==> config.mk <==
export PLATFORM = sky130hd
export DESIGN_NAME = sync_fifo_param_flat
export DESIGN_NICKNAME = d
export VERILOG_FILES = /design/src/rtl/sync_fifo_param_if.sv /design/src/rtl/sync_fifo_param.sv /design/src/flat_wrapper.sv
export SDC_FILE = /design/constraint.sdc
export NUM_CORES = 1
export LEC_CHECK = 0
export ABC_CLOCK_PERIOD_IN_PS = 2200
export CELL_PAD_IN_SITES_DETAIL_PLACEMENT = 1
export CELL_PAD_IN_SITES_GLOBAL_PLACEMENT = 2
export CORE_MARGIN = 2
export CORE_UTILIZATION = 41
export CTS_CLUSTER_DIAMETER = 100
export DETAILED_ROUTE_END_ITERATION = 8
export PLACE_DENSITY = 0.75
export SETUP_SLACK_MARGIN = 0.1
export SLEW_MARGIN = 10
export SYNTH_ARGS = -nofsm -noshare
export SYNTH_HDL_FRONTEND = slang
export SYNTH_SLANG_ARGS = --single-unit
==> constraint.sdc <==
create_clock -name clk -period 2.2 [get_ports clk]
set_clock_uncertainty 0.15 [all_clocks]
set_input_delay 0.44 -clock clk [delete_from_list [all_inputs] [get_ports clk]]
set_output_delay 0.44 -clock clk [all_outputs]
set_load 0.03 [all_outputs]
==> src/rtl/sync_fifo_param_if.sv <==
// Producer/consumer handshake and status bundle for sync_fifo_param.
// The master side is the datapath that pushes and pops; the slave side is the FIFO itself.
interface sync_fifo_param_if #(
    parameter int FIFO_WIDTH = 8,
    parameter int FIFO_DEPTH = 16
) ();
    localparam int CW = $clog2(FIFO_DEPTH + 1);

    logic                  write_en;
    logic [FIFO_WIDTH-1:0] data_in;
    logic                  read_en;
    logic                  clear_err;

    logic [FIFO_WIDTH-1:0] data_out;
    logic                  data_valid;
    logic                  full;
    logic                  empty;
    logic                  almost_full;
    logic                  almost_empty;
    logic [CW-1:0]         count;
    logic                  overflow;
    logic                  underflow;

    modport master (
        output write_en, data_in, read_en, clear_err,
        input  data_out, data_valid, full, empty, almost_full, almost_empty,
               count, overflow, underflow
    );

    modport slave (
        input  write_en, data_in, read_en, clear_err,
        output data_out, data_valid, full, empty, almost_full, almost_empty,
               count, overflow, underflow
    );
endinterface

==> src/rtl/sync_fifo_param.sv <==
// Single-clock elastic buffer of any depth >= 2 with occupancy thresholds, sticky
// overflow/underflow flags and either registered or first-word-fall-through reads.
module sync_fifo_param #(
    parameter int FIFO_WIDTH = 8,
    parameter int FIFO_DEPTH = 16,
    parameter int AF_THRESH  = FIFO_DEPTH - 2,
    parameter int AE_THRESH  = 2,
    parameter bit FWFT       = 1'b0
) (
    input logic              clk,
    input logic              resetN,
    sync_fifo_param_if.slave fif
);
    localparam int CW = $clog2(FIFO_DEPTH + 1);
    localparam int PW = (FIFO_DEPTH > 1) ? $clog2(FIFO_DEPTH) : 1;

    localparam logic [PW-1:0] PTR_LAST = PW'(FIFO_DEPTH - 1);
    localparam logic [PW-1:0] PTR_ONE  = PW'(1);
    localparam logic [CW-1:0] CNT_ONE  = CW'(1);
    localparam logic [CW-1:0] CNT_FULL = CW'(FIFO_DEPTH);
    localparam logic [CW-1:0] CNT_AF   = CW'(AF_THRESH);
    localparam logic [CW-1:0] CNT_AE   = CW'(AE_THRESH);

    generate
        if (FIFO_WIDTH < 1) begin : g_bad_width
            $error("sync_fifo_param: FIFO_WIDTH must be at least 1");
        end
        if (FIFO_DEPTH < 2) begin : g_bad_depth
            $error("sync_fifo_param: FIFO_DEPTH must be at least 2");
        end
        if (AF_THRESH > FIFO_DEPTH) begin : g_bad_af
            $error("sync_fifo_param: AF_THRESH must not exceed FIFO_DEPTH");
        end
        if (AE_THRESH >= FIFO_DEPTH) begin : g_bad_ae
            $error("sync_fifo_param: AE_THRESH must be below FIFO_DEPTH");
        end
    endgenerate

    logic [FIFO_WIDTH-1:0] mem [FIFO_DEPTH];

    logic [PW-1:0] wr_ptr;
    logic [PW-1:0] rd_ptr;
    logic [CW-1:0] count_q;
    logic [CW-1:0] count_next;
    logic          empty_q;
    logic          full_q;
    logic          af_q;
    logic          ae_q;
    logic          ovf_q;
    logic          udf_q;

    logic rd_acc;
    logic wr_acc;
    logic ovf_set;
    logic udf_set;

    // Pointers wrap explicitly so non-power-of-two depths never touch unused slots.
    function automatic logic [PW-1:0] ptr_inc(input logic [PW-1:0] ptr);
        return (ptr == PTR_LAST) ? '0 : ptr + PTR_ONE;
    endfunction

    // Accept decisions use only registered flags; a read never bypasses a same-cycle write.
    always_comb begin
        rd_acc     = fif.read_en & ~empty_q;
        wr_acc     = fif.write_en & (~full_q | rd_acc);
        ovf_set    = fif.write_en & full_q & ~rd_acc;
        udf_set    = fif.read_en & empty_q;
        count_next = count_q;
        if (wr_acc && !rd_acc) begin
            count_next = count_q + CNT_ONE;
        end else if (rd_acc && !wr_acc) begin
            count_next = count_q - CNT_ONE;
        end
    end

    always_ff @(posedge clk) begin
        if (!resetN) begin
            wr_ptr  <= '0;
            rd_ptr  <= '0;
            count_q <= '0;
            empty_q <= 1'b1;
            full_q  <= 1'b0;
            af_q    <= 1'b0;
            ae_q    <= 1'b1;
            ovf_q   <= 1'b0;
            udf_q   <= 1'b0;
        end else begin
            if (wr_acc) begin
                wr_ptr <= ptr_inc(wr_ptr);
            end
            if (rd_acc) begin
                rd_ptr <= ptr_inc(rd_ptr);
            end
            count_q <= count_next;
            empty_q <= (count_next == '0);
            full_q  <= (count_next == CNT_FULL);
            af_q    <= (count_next >= CNT_AF);
            ae_q    <= (count_next <= CNT_AE);
            // A new error in the same cycle as clear_err wins.
            ovf_q   <= ovf_set | (ovf_q & ~fif.clear_err);
            udf_q   <= udf_set | (udf_q & ~fif.clear_err);
        end
    end

    always_ff @(posedge clk) begin
        if (resetN && wr_acc) begin
            mem[wr_ptr] <= fif.data_in;
        end
    end

    generate
        if (FWFT) begin : g_fwft
            assign fif.data_out   = mem[rd_ptr];
            assign fif.data_valid = ~empty_q;
        end else begin : g_std
            logic [FIFO_WIDTH-1:0] dout_q;
            logic                  dv_q;

            always_ff @(posedge clk) begin
                if (!resetN) begin
                    dout_q <= '0;
                    dv_q   <= 1'b0;
                end else begin
                    dv_q <= rd_acc;
                    if (rd_acc) begin
                        dout_q <= mem[rd_ptr];
                    end
                end
            end

            assign fif.data_out   = dout_q;
            assign fif.data_valid = dv_q;
        end
    endgenerate

    assign fif.full         = full_q;
    assign fif.empty        = empty_q;
    assign fif.almost_full  = af_q;
    assign fif.almost_empty = ae_q;
    assign fif.count        = count_q;
    assign fif.overflow     = ovf_q;
    assign fif.underflow    = udf_q;
endmodule

==> src/flat_wrapper.sv <==
// flat-port wrapper written by rule: the top's interface ports become plain ports
module sync_fifo_param_flat 
#(
    parameter int FIFO_WIDTH = 8,
    parameter int FIFO_DEPTH = 16,
    parameter int AF_THRESH  = FIFO_DEPTH - 2,
    parameter int AE_THRESH  = 2,
    parameter bit FWFT       = 1'b0
)
  (clk, resetN, fif_write_en, fif_data_in, fif_read_en, fif_clear_err, fif_data_out, fif_data_valid, fif_full, fif_empty, fif_almost_full, fif_almost_empty, fif_count, fif_overflow, fif_underflow);
  sync_fifo_param_if #(.FIFO_WIDTH(FIFO_WIDTH), .FIFO_DEPTH(FIFO_DEPTH)) fif_i ();
  input logic clk;
  input logic resetN;
  input wire logic [$bits(fif_i.write_en)-1:0] fif_write_en;
  input wire logic [$bits(fif_i.data_in)-1:0] fif_data_in;
  input wire logic [$bits(fif_i.read_en)-1:0] fif_read_en;
  input wire logic [$bits(fif_i.clear_err)-1:0] fif_clear_err;
  output wire logic [$bits(fif_i.data_out)-1:0] fif_data_out;
  output wire logic [$bits(fif_i.data_valid)-1:0] fif_data_valid;
  output wire logic [$bits(fif_i.full)-1:0] fif_full;
  output wire logic [$bits(fif_i.empty)-1:0] fif_empty;
  output wire logic [$bits(fif_i.almost_full)-1:0] fif_almost_full;
  output wire logic [$bits(fif_i.almost_empty)-1:0] fif_almost_empty;
  output wire logic [$bits(fif_i.count)-1:0] fif_count;
  output wire logic [$bits(fif_i.overflow)-1:0] fif_overflow;
  output wire logic [$bits(fif_i.underflow)-1:0] fif_underflow;
  assign fif_i.write_en = fif_write_en;
  assign fif_i.data_in = fif_data_in;
  assign fif_i.read_en = fif_read_en;
  assign fif_i.clear_err = fif_clear_err;
  assign fif_data_out = fif_i.data_out;
  assign fif_data_valid = fif_i.data_valid;
  assign fif_full = fif_i.full;
  assign fif_empty = fif_i.empty;
  assign fif_almost_full = fif_i.almost_full;
  assign fif_almost_empty = fif_i.almost_empty;
  assign fif_count = fif_i.count;
  assign fif_overflow = fif_i.overflow;
  assign fif_underflow = fif_i.underflow;
  sync_fifo_param #(.FIFO_WIDTH(FIFO_WIDTH), .FIFO_DEPTH(FIFO_DEPTH), .AF_THRESH(AF_THRESH), .AE_THRESH(AE_THRESH), .FWFT(FWFT)) u_core (.clk(clk), .resetN(resetN), .fif(fif_i));
endmodule
# Yosys cells after proc, flatten, opt, wreduce, memory -nomap -nowiden
# Memories as Yosys holds them, arrays and structs flattened. A register that Yosys moved wholly into a read port is not among the register bits.
# Index checks and enable logic that the tools add are counted.
totals:
  word_cells: 47
  out_inout_bits: 20
  mem_bits_rw: 128
  n_memories: 1
  in_bits: 13
  reg_bits: 20
mem_list:
  columns: ["name", "words", "width", "rd", "rd_ports_with_merged_regs", "wr", "line", "source"]
  rows:
  - ["u_core.mem", 16, 8, 1, 1, 1, "sync_fifo_param.sv:39", "logic [FIFO_WIDTH-1:0] mem [FIFO_DEPTH];"]
classes:
  reduce_logical: 7
  n_addsub: 4
  bitwise_logic: 14
  n_lt_le_gt_ge: 2
  mux: 6
  eq_ne: 3
op_table:
  columns: ["operator", "count"]
  rows:
  - ["$mux W5", 2]
  - ["$add A4 B1 Y4 const B", 2]
  - ["$eq A4 B4 Y1 const B", 2]
  - ["$mux W4", 2]
  - ["$and A1 B1 Y1", 7]
  - ["$add A5 B1 Y5 const B", 1]
  - ["$eq A5 B5 Y1 const B", 1]
  - ["$ge A5 B4 Y1 const B", 1]
  - ["$le A5 B2 Y1 const B", 1]
  - ["$logic_not A5 Y1", 1]
  - ["$sub A5 B1 Y5 const B", 1]
  - ["$not A1 Y1", 4]
  - ["$logic_and A1 B1 Y1", 3]
  - ["$logic_not A1 Y1", 3]
  - ["$or A1 B1 Y1", 3]
  - ["$mux W1", 2]

# Depth between registers and ports, before layout
depth:
  ltp_word: 9
  depth_mapped: 7
  depth_no_buf: 7

# Least setup slack after synthesis
# OpenSTA, ideal clock, no wires.
synth_timing:
  path_kind: "reg2reg"
  startpoint: "register u_core.empty_q (netlist: u_core.fif.empty)"
  endpoint: "memory u_core.mem[0][0], enable pin"
  t_required_ns: 1.667
  period_less_slack_ns: 2.374
  setup_time_ns: 0.383
  n_path_buf: 1
  slack_ns: -0.174
  path_stages_with_launch: 6
  arrival_ns: 1.841
  path_cell_list: "dfxtp_1 > nand2b_1 > buf_2 > a21boi_2 > nand3_1 > nor3_1"
synth_via:
  elab_chain_cells: 7
synth_lines:
  columns: ["item", "line", "source"]
  rows:
  - ["start, declared", "sync_fifo_param.sv:45", "logic empty_q;"]
  - ["start signal, assigned", "sync_fifo_param.sv:95", "empty_q <= (count_next == '0);"]
  - ["$not A1 Y1", "sync_fifo_param.sv:64", "rd_acc = fif.read_en & ~empty_q;"]
  - ["$and A1 B1 Y1", "sync_fifo_param.sv:64", null]
  - ["$or A1 B1 Y1", "sync_fifo_param.sv:65", "wr_acc = fif.write_en & (~full_q | rd_acc);"]
  - ["$and A1 B1 Y1", "sync_fifo_param.sv:65", null]
  - ["$logic_and A1 B1 Y1", "sync_fifo_param.sv:106", "if (resetN && wr_acc) begin"]
  - ["$mux W1", "sync_fifo_param.sv:106", null]
  - ["$mux W1 (implied by the code)", "sync_fifo_param.sv:107", "mem[wr_ptr] <= fif.data_in;"]
  - ["end, declared", "sync_fifo_param.sv:39", null]
# Every way passes these cells.

# Worst setup path after layout
layout_timing:
  startpoint: "input port fif_read_en"
  endpoint: "memory u_core.mem[15][5], enable pin"
layout_via:
  elab_chain_cells: 6
layout_lines:
  columns: ["item", "line", "source"]
  rows:
  - ["start, declared", "flat_wrapper.sv:16", "input wire logic [$bits(fif_i.read_en)-1:0] fif_read_en;"]
  - ["$and A1 B1 Y1", "sync_fifo_param.sv:64", null]
  - ["$or A1 B1 Y1", "sync_fifo_param.sv:65", null]
  - ["$and A1 B1 Y1", "sync_fifo_param.sv:65", null]
  - ["$logic_and A1 B1 Y1", "sync_fifo_param.sv:106", null]
  - ["$mux W1", "sync_fifo_param.sv:106", null]
  - ["$mux W1 (implied by the code)", "sync_fifo_param.sv:107", null]
# Every way passes these cells.

==> impl_metrics.tcl <==
set metrics [dict create \
    drt_iter0_markers 280 \
    drt_pass1_iterations 4 \
    max_cap_viol_count 0 \
    critical_path_buf_inv_count 3 \
    layout-drive-gt1-share_pct 32.4 \
    via_count 3468 \
    synth_cells 354 \
    nFillCells 1368 \
    detail_route.wl_per_cell_microns 23.5 \
    htreeDepth 4 \
    yosysMostFrequentCell "edfxtp_1" \
    cts_buffer_depth 2 \
    end_kind "flip-flop" \
    grt_overflow_total 0 \
    hold_end "u_core.fif.data_out[2]" \
    placed_cells 599 \
    post_cts.repair.setup_buffers 0 \
    postLayoutCellArea_sq_mm 0.00771 \
    path_max_fanout 8 \
    syn_nets 374 \
    yosysUniqueCellTypes 46 \
    hpwl_microns 10100 \
    tns_ns 0 \
    setup_viol 0 \
    r2r_slack_ns 0.15 \
    place_ws_ns -0.352 \
    required_ns 2.17 \
    min-delay-start "u_core.fif.data_out[2]" \
    fmax_ghz 0.482 \
    syn_area_per_cell_sq_um 17.5 \
    power.share.sequential_pct 47.7 \
    min_period_ns 2.07 \
    ys_seq_area_share_pct 71.0 \
    syn_area_sq_mm 0.00620 \
    synthArstFlopShare_pct 0 \
    rsz0062_at_grt "true" \
    fin_nets 454 \
    fp-row-count 44 \
    cts.clk_slew.worst_paths_ns 0.06 \
    synth_warnings 0 \
    groute.usage.overall_pct 19.7 \
    regToRegStartpoint "u_core.rd_ptr[0]" \
    die_h_microns 127 \
    hold_path.class "flip-flop to flip-flop" \
    drc 0 \
    synth.top_cell.area_share_pct 62.0 \
    syn2layout_area_growth_pct 24.3 \
    crit_chain "clkdlybuf4s50_1 -> nand2b_1 -> a21boi_2 -> buf_4 -> nand3_1 -> nor2_1 -> buf_6" \
    internal_power_mw 5.33 \
    max_stage_delay_ns 0.53 \
    hold_violations 0 \
    peakVddDrop_v 0.000670 \
    gp_congestion 0.816 \
    power.switching_mw 1.63 \
    r2r-end "u_core.fif.data_out[1]" \
    die_area_sq_mm 0.0161 \
    slowest_stage "clkdlybuf4s50_1" \
    final_max_slew_viol_count 0 \
    grt_max_degree 37 \
    final_cells 631 \
    synth_edf_count 128 \
    cts_hold_buf 0 \
    synth_seq_cells 156 \
    cts_buffers 17 \
    cts.sinks 156 \
    initial_core_util_pct 42.3 \
    leakage_nw 2.62 \
    grt_pass1_vias 3703 \
    cts_tree "yes" \
    totalWireLength_microns 14900 \
    synth_area_leader_cell "edfxtp_1" \
    drt-vias-per-instance 5.50 \
    slew_headroom_pct 50.2 \
    switching_share_pct 23.5 \
    diodes 0 \
    synth_common_cells "edfxtp_1 (128), mux4_2 (32), dfxtp_1 (28), a22oi_1 (17), nor2_1 (17)" \
    worstSetupPathType "primary input to flip-flop" \
    tightest_slew_ns 0.744 \
    post_dp_cell_area_sq_mm 0.00707 \
    ys.flop_type "edfxtp_1" \
    share_comb_of_total_power_pct 12.5 \
    antenna_left 0 \
    r2r_cells 5 \
    outcome "finished, final reports clean" \
    clock_latency_ns 0.42 \
    crit_family "buffers and inverters" \
    core_area_sq_mm 0.0146 \
    antenna_found_initial 0 \
    synth.area.top_cells "edfxtp_1 (62%), mux4_2 (12%), dfxtp_1 (9.0%)" \
    ios 33 \
    whs_path_depth 1 \
    period_share_pct 94.2 \
    power_density_mw_per_mm2 903 \
    die_w_microns 127 \
    cp-start-kind "primary input" \
    critical_path_arrival_ns 2.05 \
    io_buffers 32 \
    clock-root-buffer "clkbuf_16" \
    grt_pass1_wl_microns 22800 \
    pwr-share-clk_pct 39.8 \
    fin_ws_ns 0.127 \
]
## worst max path at each step
stage          slack (ns)  cells after the start              from                endpoint
2_1_floorplan        0.03                      5  u_core.fif.empty       u_core.mem[12][0]
3_3_place_gp        -0.31                      7       fif_read_en        u_core.fif.empty
3_5_place_dp        -0.35                      7       fif_read_en        u_core.fif.empty
4_1_cts              0.10                      5  u_core.rd_ptr[0]  u_core.fif.data_out[6]
5_1_grt              0.08                      5  u_core.rd_ptr[0]  u_core.fif.data_out[1]
6_report             0.13                      7       fif_read_en       u_core.mem[15][5]
## stage by stage
step / power, mW / hold WS [ns] / util (%)
2_1_floorplan: 3.88 / 0.389 / -
3_3_place_gp: 4.23 / 0.317 / 48.3
3_5_place_dp: 4.25 / 0.326 / 48.3
4_1_cts: 6.99 / 0.337 / 52.1
5_1_grt: 7.20 / 0.357 / 52.6
6_report: 6.96 / 0.334 / 52.6
## state kept, by name (all words and copies together), names as in the netlist
name,cells
u_core.fif.full,1
u_core.fif.overflow,1
u_core.fif.almost_empty,1
u_core.fif.data_out,8
u_core.fif.count,5
u_core.fif.underflow,1
u_core.rd_ptr,4
u_core.fif.empty,1
u_core.wr_ptr,4
u_core.fif.almost_full,1
u_core.fif.data_valid,1
u_core.mem,128
## cell usage in the layout, fill, tap and decap left out, types with 4 or more instances in the layout
cell | Yosys | layout
a31o_2 | 9 | 9
edfxtp_1 | 128 | 128
nand3_1 | 6 | 4
a22oi_1 | 17 | 13
mux4_2 | 32 | 32
and2_1 | 6 | 6
nand2b_1 | 5 | 5
nor2_1 | 17 | 15
ha_1 | 7 | 7
nor3_2 | 0 | 5
inv_1 | 6 | 6
nand2_1 | 12 | 12
clkbuf_16 | 0 | 17
nor2b_1 | 8 | 8
dfxtp_1 | 28 | 25
a21oi_1 | 14 | 14
clkdlybuf4s50_1 | 0 | 24
a22oi_2 | 0 | 4
dlygate4sd2_1 | 0 | 7
buf_6 | 2 | 4
buf_4 | 3 | 41
## routing by layer
metal | track usage (%) | wire length (microns) | vias to the layer above
met5 | 0 | 0 | -
met3 | 5.28 | 878 | 11
met4 | 6.92 | 117 | 0
li1 | - | - | 1575
met2 | 30.7 | 7250 | 99
met1 | 27.1 | 6610 | 1783
## power by group through the flow
stage / clock network, mW / logic (mW) / registers (mW)
after detailed placement: 0 / 0.865 / 3.38
after global routing: 2.94 / 0.930 / 3.33
after global placement: 0 / 0.849 / 3.38
after floorplan: 0 / 0.410 / 3.47
final: 2.77 / 0.869 / 3.32
after CTS: 2.82 / 0.856 / 3.32
## worst reg2reg max path: cells and delay by family (launching register included)
| family | cells | cell delay, ns |
|---|---|---|
| buffers and inverters | 1 | 0.21 |
| muxes | 1 | 0.55 |
| AOI/OAI and AO/OA | 3 | 0.64 |
| DFF | 1 | 0.40 |
## cell type report
class / instances / area [sq um] / share of cell area (%)
clock buffers: 20 / 437 / 5.67
clock inverters: 12 / 123 / 1.59
inverters: 6 / 22.5 / 0.292
multi-input cells: 173 / 1760 / 22.8
flip-flops and latches: 156 / 4410 / 57.2
well taps: 184 / 230 / 2.99
repair buffers: 80 / 727 / 9.43
## timing repair
| item | 4_1_cts | 5_1_grt |
|---|---|---|
| pin swaps | 0 | 1 |
| resized for setup | 8 | 18 |
| endpoints found under the setup margin | 8 | 69 |
## kinds of logic after synthesis
| logic type | count (synthesis) | synth area share, % |
|---|---|---|
| flops | 156 | 71.0 |
| simple gates | 69 | 6.11 |
| compound gates | 58 | 6.82 |
| mux | 34 | 11.9 |
| buf+inv | 25 | 1.98 |
| fa+ha+maj | 7 | 1.41 |
| xor+xnor | 5 | 0.706 |
Power figures use the tool's default switching activity.
==> patch 1, RTL diff (config.mk and constraints unchanged) <==
`FWFT` is set to 1'b0 in 2 places; all go to 1'b1.
--- a/src/rtl/sync_fifo_param.sv
+++ b/src/rtl/sync_fifo_param.sv
@@ -7,3 +7,3 @@
     parameter int AE_THRESH  = 2,
-    parameter bit FWFT       = 1'b0
+    parameter bit FWFT       = 1'b1
 ) (
--- a/src/flat_wrapper.sv
+++ b/src/flat_wrapper.sv
@@ -7,3 +7,3 @@
     parameter int AE_THRESH  = 2,
-    parameter bit FWFT       = 1'b0
+    parameter bit FWFT       = 1'b1
 )
Behaviour: not the same (a bounded check fails within 4 cycles, from zero or initial values and one cycle with resetN low).
==> patch 1 against the unedited design <==
The run now ends with setup timing left. Worst setup slack worse by 770 ps. Final area increased by 2.5%. Area after synthesis is 3.0% lower. Final cell count shrank 3.2%. Register-to-register slack gained 50 ps. Die area decreased by 2.9%. Total power is 5.3% higher. Maximum frequency fell by 27%. Non-clock buffer count rose by 8. Combinational power down 10%. Core utilization grew 2.2 points. Sequential cell count is 5 lower. Worst hold slack got worse by 40 ps. Routed wire length decreased by 6.6%. Critical path type is now reg2out.
==> patch 1: results (changes against the unedited design) <==
Status -> finished, violations left
Failing checks -> setup timing
CP max FO -> 7 (-1)
Largest cells by area after synthesis -> edfxtp_1, mux4_2, dfxtp_1
HP Class -> in2reg
Post-synthesis compound-gate area fraction -> 0.0323 (-0.0359)
Syn_nets -> 344 (-8.0%)
Fraction of registers with async set/reset -> 0 (unchanged)
Yosys cell types -> 45 (-2.2%)
First-pass DRT Iterations -> 4 (unchanged)
CP Data Arrival Time -> 2250 ps (+200 ps)
Fin nets -> 434 (-4.4%)
Final setup fails -> 8 (+8)
Adder-cell share of the synthesized area -> 0.0146 (+0.000441)
Maximum clock path buffer count -> 2 (unchanged)
Htree depth -> 4 (unchanged)
Share of layout cells above drive strength 1 -> 0.379 (+0.0550)
Leak pwr -> 2.68 nW (+2.3%)
Vias in the first global route -> 3589 (-3.1%)
Total GRT Usage -> 0.189 (-0.00808)
Starting DRC count in detailed routing -> 248 (-11%)
Cts bufs inserted -> 17 (unchanged)
Post-synthesis sequential area ratio -> 0.716 (+0.00552)
Ant diodes -> 0 (unchanged)
Hpwl dp -> 8770 um (-13%)
Max-slew headroom -> 0.604 (+0.102)
Clk slew on worst S/H paths -> 60 ps (about the same)
Ys flop type -> edfxtp_1
EDFF count, synth -> 128 (unchanged)
Largest net degree at the start of global routing -> 32 (-14%)
Max VDD drop -> 0.547 mV (-18%)
Post-route worst setup slack -> -644 ps (-770 ps)
Multiplexer share of the synthesized area -> 0.153 (+0.0337)
Largest Register -> u_core.mem
DRC -> 0 (unchanged)
Port Buffers -> 32 (unchanged)
CTS root buffer -> clkbuf_16
Top cells by count, synth -> edfxtp_1, mux4_2, nor2_1, dfxtp_1, a21oi_1
Worst-skew pair later-pin latency -> 420 ps (about the same)
Critical Path Slowest Stage Cell -> mux4_2
Via density -> 5.36 (-2.5%)
Post-synthesis xor/xnor area fraction -> 0.00728 (+0.000220)
Dpl ws -> -620 ps (-269 ps)
Switching pwr -> 1.55 mW (-5.0%)
Initial antenna violation count -> 0 (unchanged)
Gpl congestion -> 0.746 (-8.6%)
CP peak stage delay -> 550 ps (+20 ps)
Max reg flops -> 128 (unchanged)
Placed inst area -> 0.00708 sq mm (+0.12%)
First-pass GRT wire length -> 21300 um (-6.5%)
Wire per inst -> 22.7 um (-3.6%)
Yosys warnings -> 0 (unchanged)
-- patch 1: cell types whose count changed after synthesis, sizes merged, moves of 4 or more --
cell,unedited run,this run
and2,7,1
nor2,17,29
a22oi,17,3
nand2,12,8
a21oi,14,9
dfxtp,28,23
a31o,9,1
nor2b,8,2
mux4,32,40
-- patch 1: cell families (layout without fill, tap and decap cells) --
logic type,count (synthesis),in the layout
buf+inv,25,128
xor+xnor,5,5
compound gates,26,26
simple gates,68,68
fa+ha+maj,7,7
mux,42,42
flops,151,151
-- patch 1: worst paths after layout --
| check | from | endpoint | slack [ps] | depth (start not counted) |
|---|---|---|---|---|
| hold reg to reg | u_core.fif.overflow | u_core.fif.overflow | 350 | 2 |
| hold / removal | fif_write_en | u_core.fif.overflow | 290 | 3 |
| setup / recovery | register | fif_data_out[2] | -640 | 5 |
| setup reg to reg | u_core.fif.count[1] | u_core.fif.almost_empty | 200 | 6 |
-- patch 1: worst max-delay path, delay by kind of cell (launching register included) --
kind / cells / cell delay (ps)
buffers and inverters: 3 / 380
DFF: 1 / 400
muxes: 2 / 1040
-- patch 1: power groups by stage --
stage / Sequential (mW) / Clock [mW] / Combinational [mW]
2_1_floorplan: 3.29 / 0 / 0.414
3_3_place_gp: 3.25 / 0 / 0.723
3_5_place_dp: 3.25 / 0 / 0.736
4_1_cts: 3.19 / 3.40 / 0.789
5_1_grt: 3.20 / 3.51 / 0.839
6_report: 3.19 / 3.35 / 0.782
-- patch 1: what timing repair did --
| action | CTS | global route |
|---|---|---|
| gates cloned | 2 | 0 |
| pin swaps | 1 | 0 |
| gates resized for setup | 67 | 2 |
| endpoints found under the setup margin | 142 | 43 |
| buffers inserted | 3 | 1 |
-- patch 1: cell type report --
class | count | area [sq um]
fill | 1314 | 6520
sequential | 151 | 4310
multi-input combinational | 148 | 1670
timing repair buffer | 88 | 978
clock buffer | 17 | 425
clock inverter | 15 | 256
tap | 184 | 230
inverter | 8 | 30.0
-- patch 1: stage by stage --
stage               total power, mW  std cells  setup TNS [ps]
floorplan                      3.71        324            -240
global placement               3.97        573          -60850
detailed placement             3.99        573          -65660
CTS                            7.39        610           -5080
global route                   7.55        611           -5320
finish                         7.33        611           -4840
-- patch 1: metal layers --
metal | vias to the layer above | share of wire | global-route usage
met5 | - | 0 | 0
met4 | 0 | 0.031 | 0.0928
met3 | 29 | 0.060 | 0.0501
met2 | 112 | 0.50 | 0.309
met1 | 1661 | 0.40 | 0.235
li1 | 1473 | - | -
==> patch 2, RTL diff (same flow settings) <==
Without the edit above. Reset style: asynchronous (`resetN`), changed in 2 clocked blocks.
--- a/src/rtl/sync_fifo_param.sv
+++ b/src/rtl/sync_fifo_param.sv
@@ -75,3 +75,3 @@
 
-    always_ff @(posedge clk) begin
+    always_ff @(posedge clk or negedge resetN) begin
         if (!resetN) begin
@@ -118,3 +118,3 @@
 
-            always_ff @(posedge clk) begin
+            always_ff @(posedge clk or negedge resetN) begin
                 if (!resetN) begin
Function: differs if resetN is asserted again (counterexample within 4 cycles, from zero or initial values and one cycle with resetN low); with resetN held inactive, the same outputs for 10 cycles.
==> patch 2 against the unedited design <==
Sequential cell count stayed put. Worst hold slack worse by 2.3 ps. Area after synthesis is 3.3% higher. Worst setup slack better by 20 ps. Final area is 3.0% higher. Routed wire length is 8.5% higher.
Power is not compared: it rests on default switching activity, and its combinational part moved more than twofold at a synthesized area within 25%.
==> patch 2: results (changes against the unedited design) <==
Status -> complete, no violations
Critical Path End -> fif_data_out[4]
Worst r2r dst -> u_core.fif.data_out[7]
Internal power -> 6.66 mW
Vias in the first global route -> 4246 (+15%)
Dpl ws -> -261 ps (+90.3 ps)
Multi-input logic area -> 0.00174 sq mm (-1.3%)
Max VDD drop -> 0.742 mV
CTS root buffer -> clkbuf_16
Maximum clock path buffer count -> 2 (unchanged)
Placed inst area -> 0.00729 sq mm (+3.1%)
Final Power -> 10.3 mW
Setup Fix Bufs, Post-CTS -> 0 (unchanged)
Via count -> 3901 (+12%)
Post-synthesis instance total -> 422 (+19%)
Worst-margin pin slew -> 688 ps (-56.0 ps)
CP peak stage delay -> 670 ps (+140 ps)
Hold path cells -> 2 (+1)
Total GRT Usage -> 0.208 (+0.0111)
Inst Count DP -> 692 (+16%)
Resize count post-CTS -> 10 (+2)
Starting DRC count in detailed routing -> 227 (-19%)
Largest cells by area after synthesis -> edfxtp_1, dfrtp_1, mux2i_1
Top cells by count, synth -> edfxtp_1, mux2i_1, nand2_1, dfrtp_1, nand3_1
Ant diodes -> 0 (unchanged)
EDFF count, synth -> 128 (unchanged)
Fraction of registers with async set/reset -> 0.179 (+0.179)
Yosys warnings -> 0 (unchanged)
Post-synthesis sequential area ratio -> 0.710 (about the same)
Filler instances -> 1491 (+9.0%)
Clk slew on worst S/H paths -> 60 ps (about the same)
Share of layout cells above drive strength 1 -> 0.203 (-0.121)
R2r setup slk -> 190 ps (+40 ps)
CP max FO -> 2 (-6)
Fin nets -> 523 (+15%)
WL final -> 16100 um (+8.5%)
Initial antenna violation count -> 0 (unchanged)
First-pass GRT wire length -> 24800 um (+9.0%)
Worst Setup SP -> u_core.fif.data_out[4]
Hpwl dp -> 10600 um (+4.7%)
Max reg flops -> 128 (unchanged)
Largest net degree at the start of global routing -> 29 (-22%)
FF-to-FF path depth -> 6 (+1)
CP Data Arrival Time -> 1460 ps (-590 ps)
Post-Layout Cell Count -> 727 (+15%)
Largest Register -> u_core.mem
Syn_nets -> 442 (+18%)
Gpl congestion -> 0.772 (-5.4%)
Leak pwr -> 2.93 nW
R2r startpoint -> u_core.rd_ptr[0]
Post-route worst setup slack -> 147 ps (+20.3 ps)
==> patch 2: changes by cell type after synthesis, sizes merged, moves of 17 or more <==
cell and change:
dfrtp +26, dfxtp -28, mux2i +52, mux4 -32, nand2 +26, nand3 +17
==> patch 2: cells by family after synthesis <==
kind of cell	count (synthesis)	synth area share
buffers and inverters	28	0.0229
and+or+nand+nor	109	0.0836
muxes	56	0.0879
AOI/OAI and AO/OA	60	0.0701
xor gates and xnor gates	6	0.0117
adders and majority gates	7	0.0137
DFF	156	0.710
==> patch 2: final cells by class <==
| type | count | area share |
|---|---|---|
| clock buffers | 17 | 0.0536 |
| multi-input cells | 238 | 0.219 |
| clock inverters | 15 | 0.0207 |
| flip-flops and latches | 156 | 0.573 |
| inverters | 7 | 0.00331 |
| well taps | 211 | 0.0333 |
| repair buffers | 83 | 0.0967 |
==> patch 2: worst register-to-register path: stages (launching register included) <==
cell and delay [ps]:
dfrtp_1 530, buf_4 190, nor2_1 60, buf_12 170, a22o_1 240, a211oi_1 390
a221o_1 210
==> patch 2: metal layers <==
metal,up-vias,share of wire,track usage
met5,-,0,0
met4,0,0.016,0.0639
met3,21,0.044,0.0520
met2,81,0.50,0.350
met1,2029,0.44,0.268
li1,1770,-,-
==> patch 2: how the worst min path moves through the flow <==
stage                                 startpoint  slack, ps                     end
after floorplan                           resetN         -6  u_core.fif.almost_full
after global placement    u_core.fif.data_out[2]        320  u_core.fif.data_out[2]
after detailed placement  u_core.fif.data_out[1]        330  u_core.fif.data_out[1]
after CTS                 u_core.fif.data_out[1]        340  u_core.fif.data_out[1]
after global routing      u_core.fif.data_out[0]        370  u_core.fif.data_out[0]
final                     u_core.fif.data_out[1]        330  u_core.fif.data_out[1]
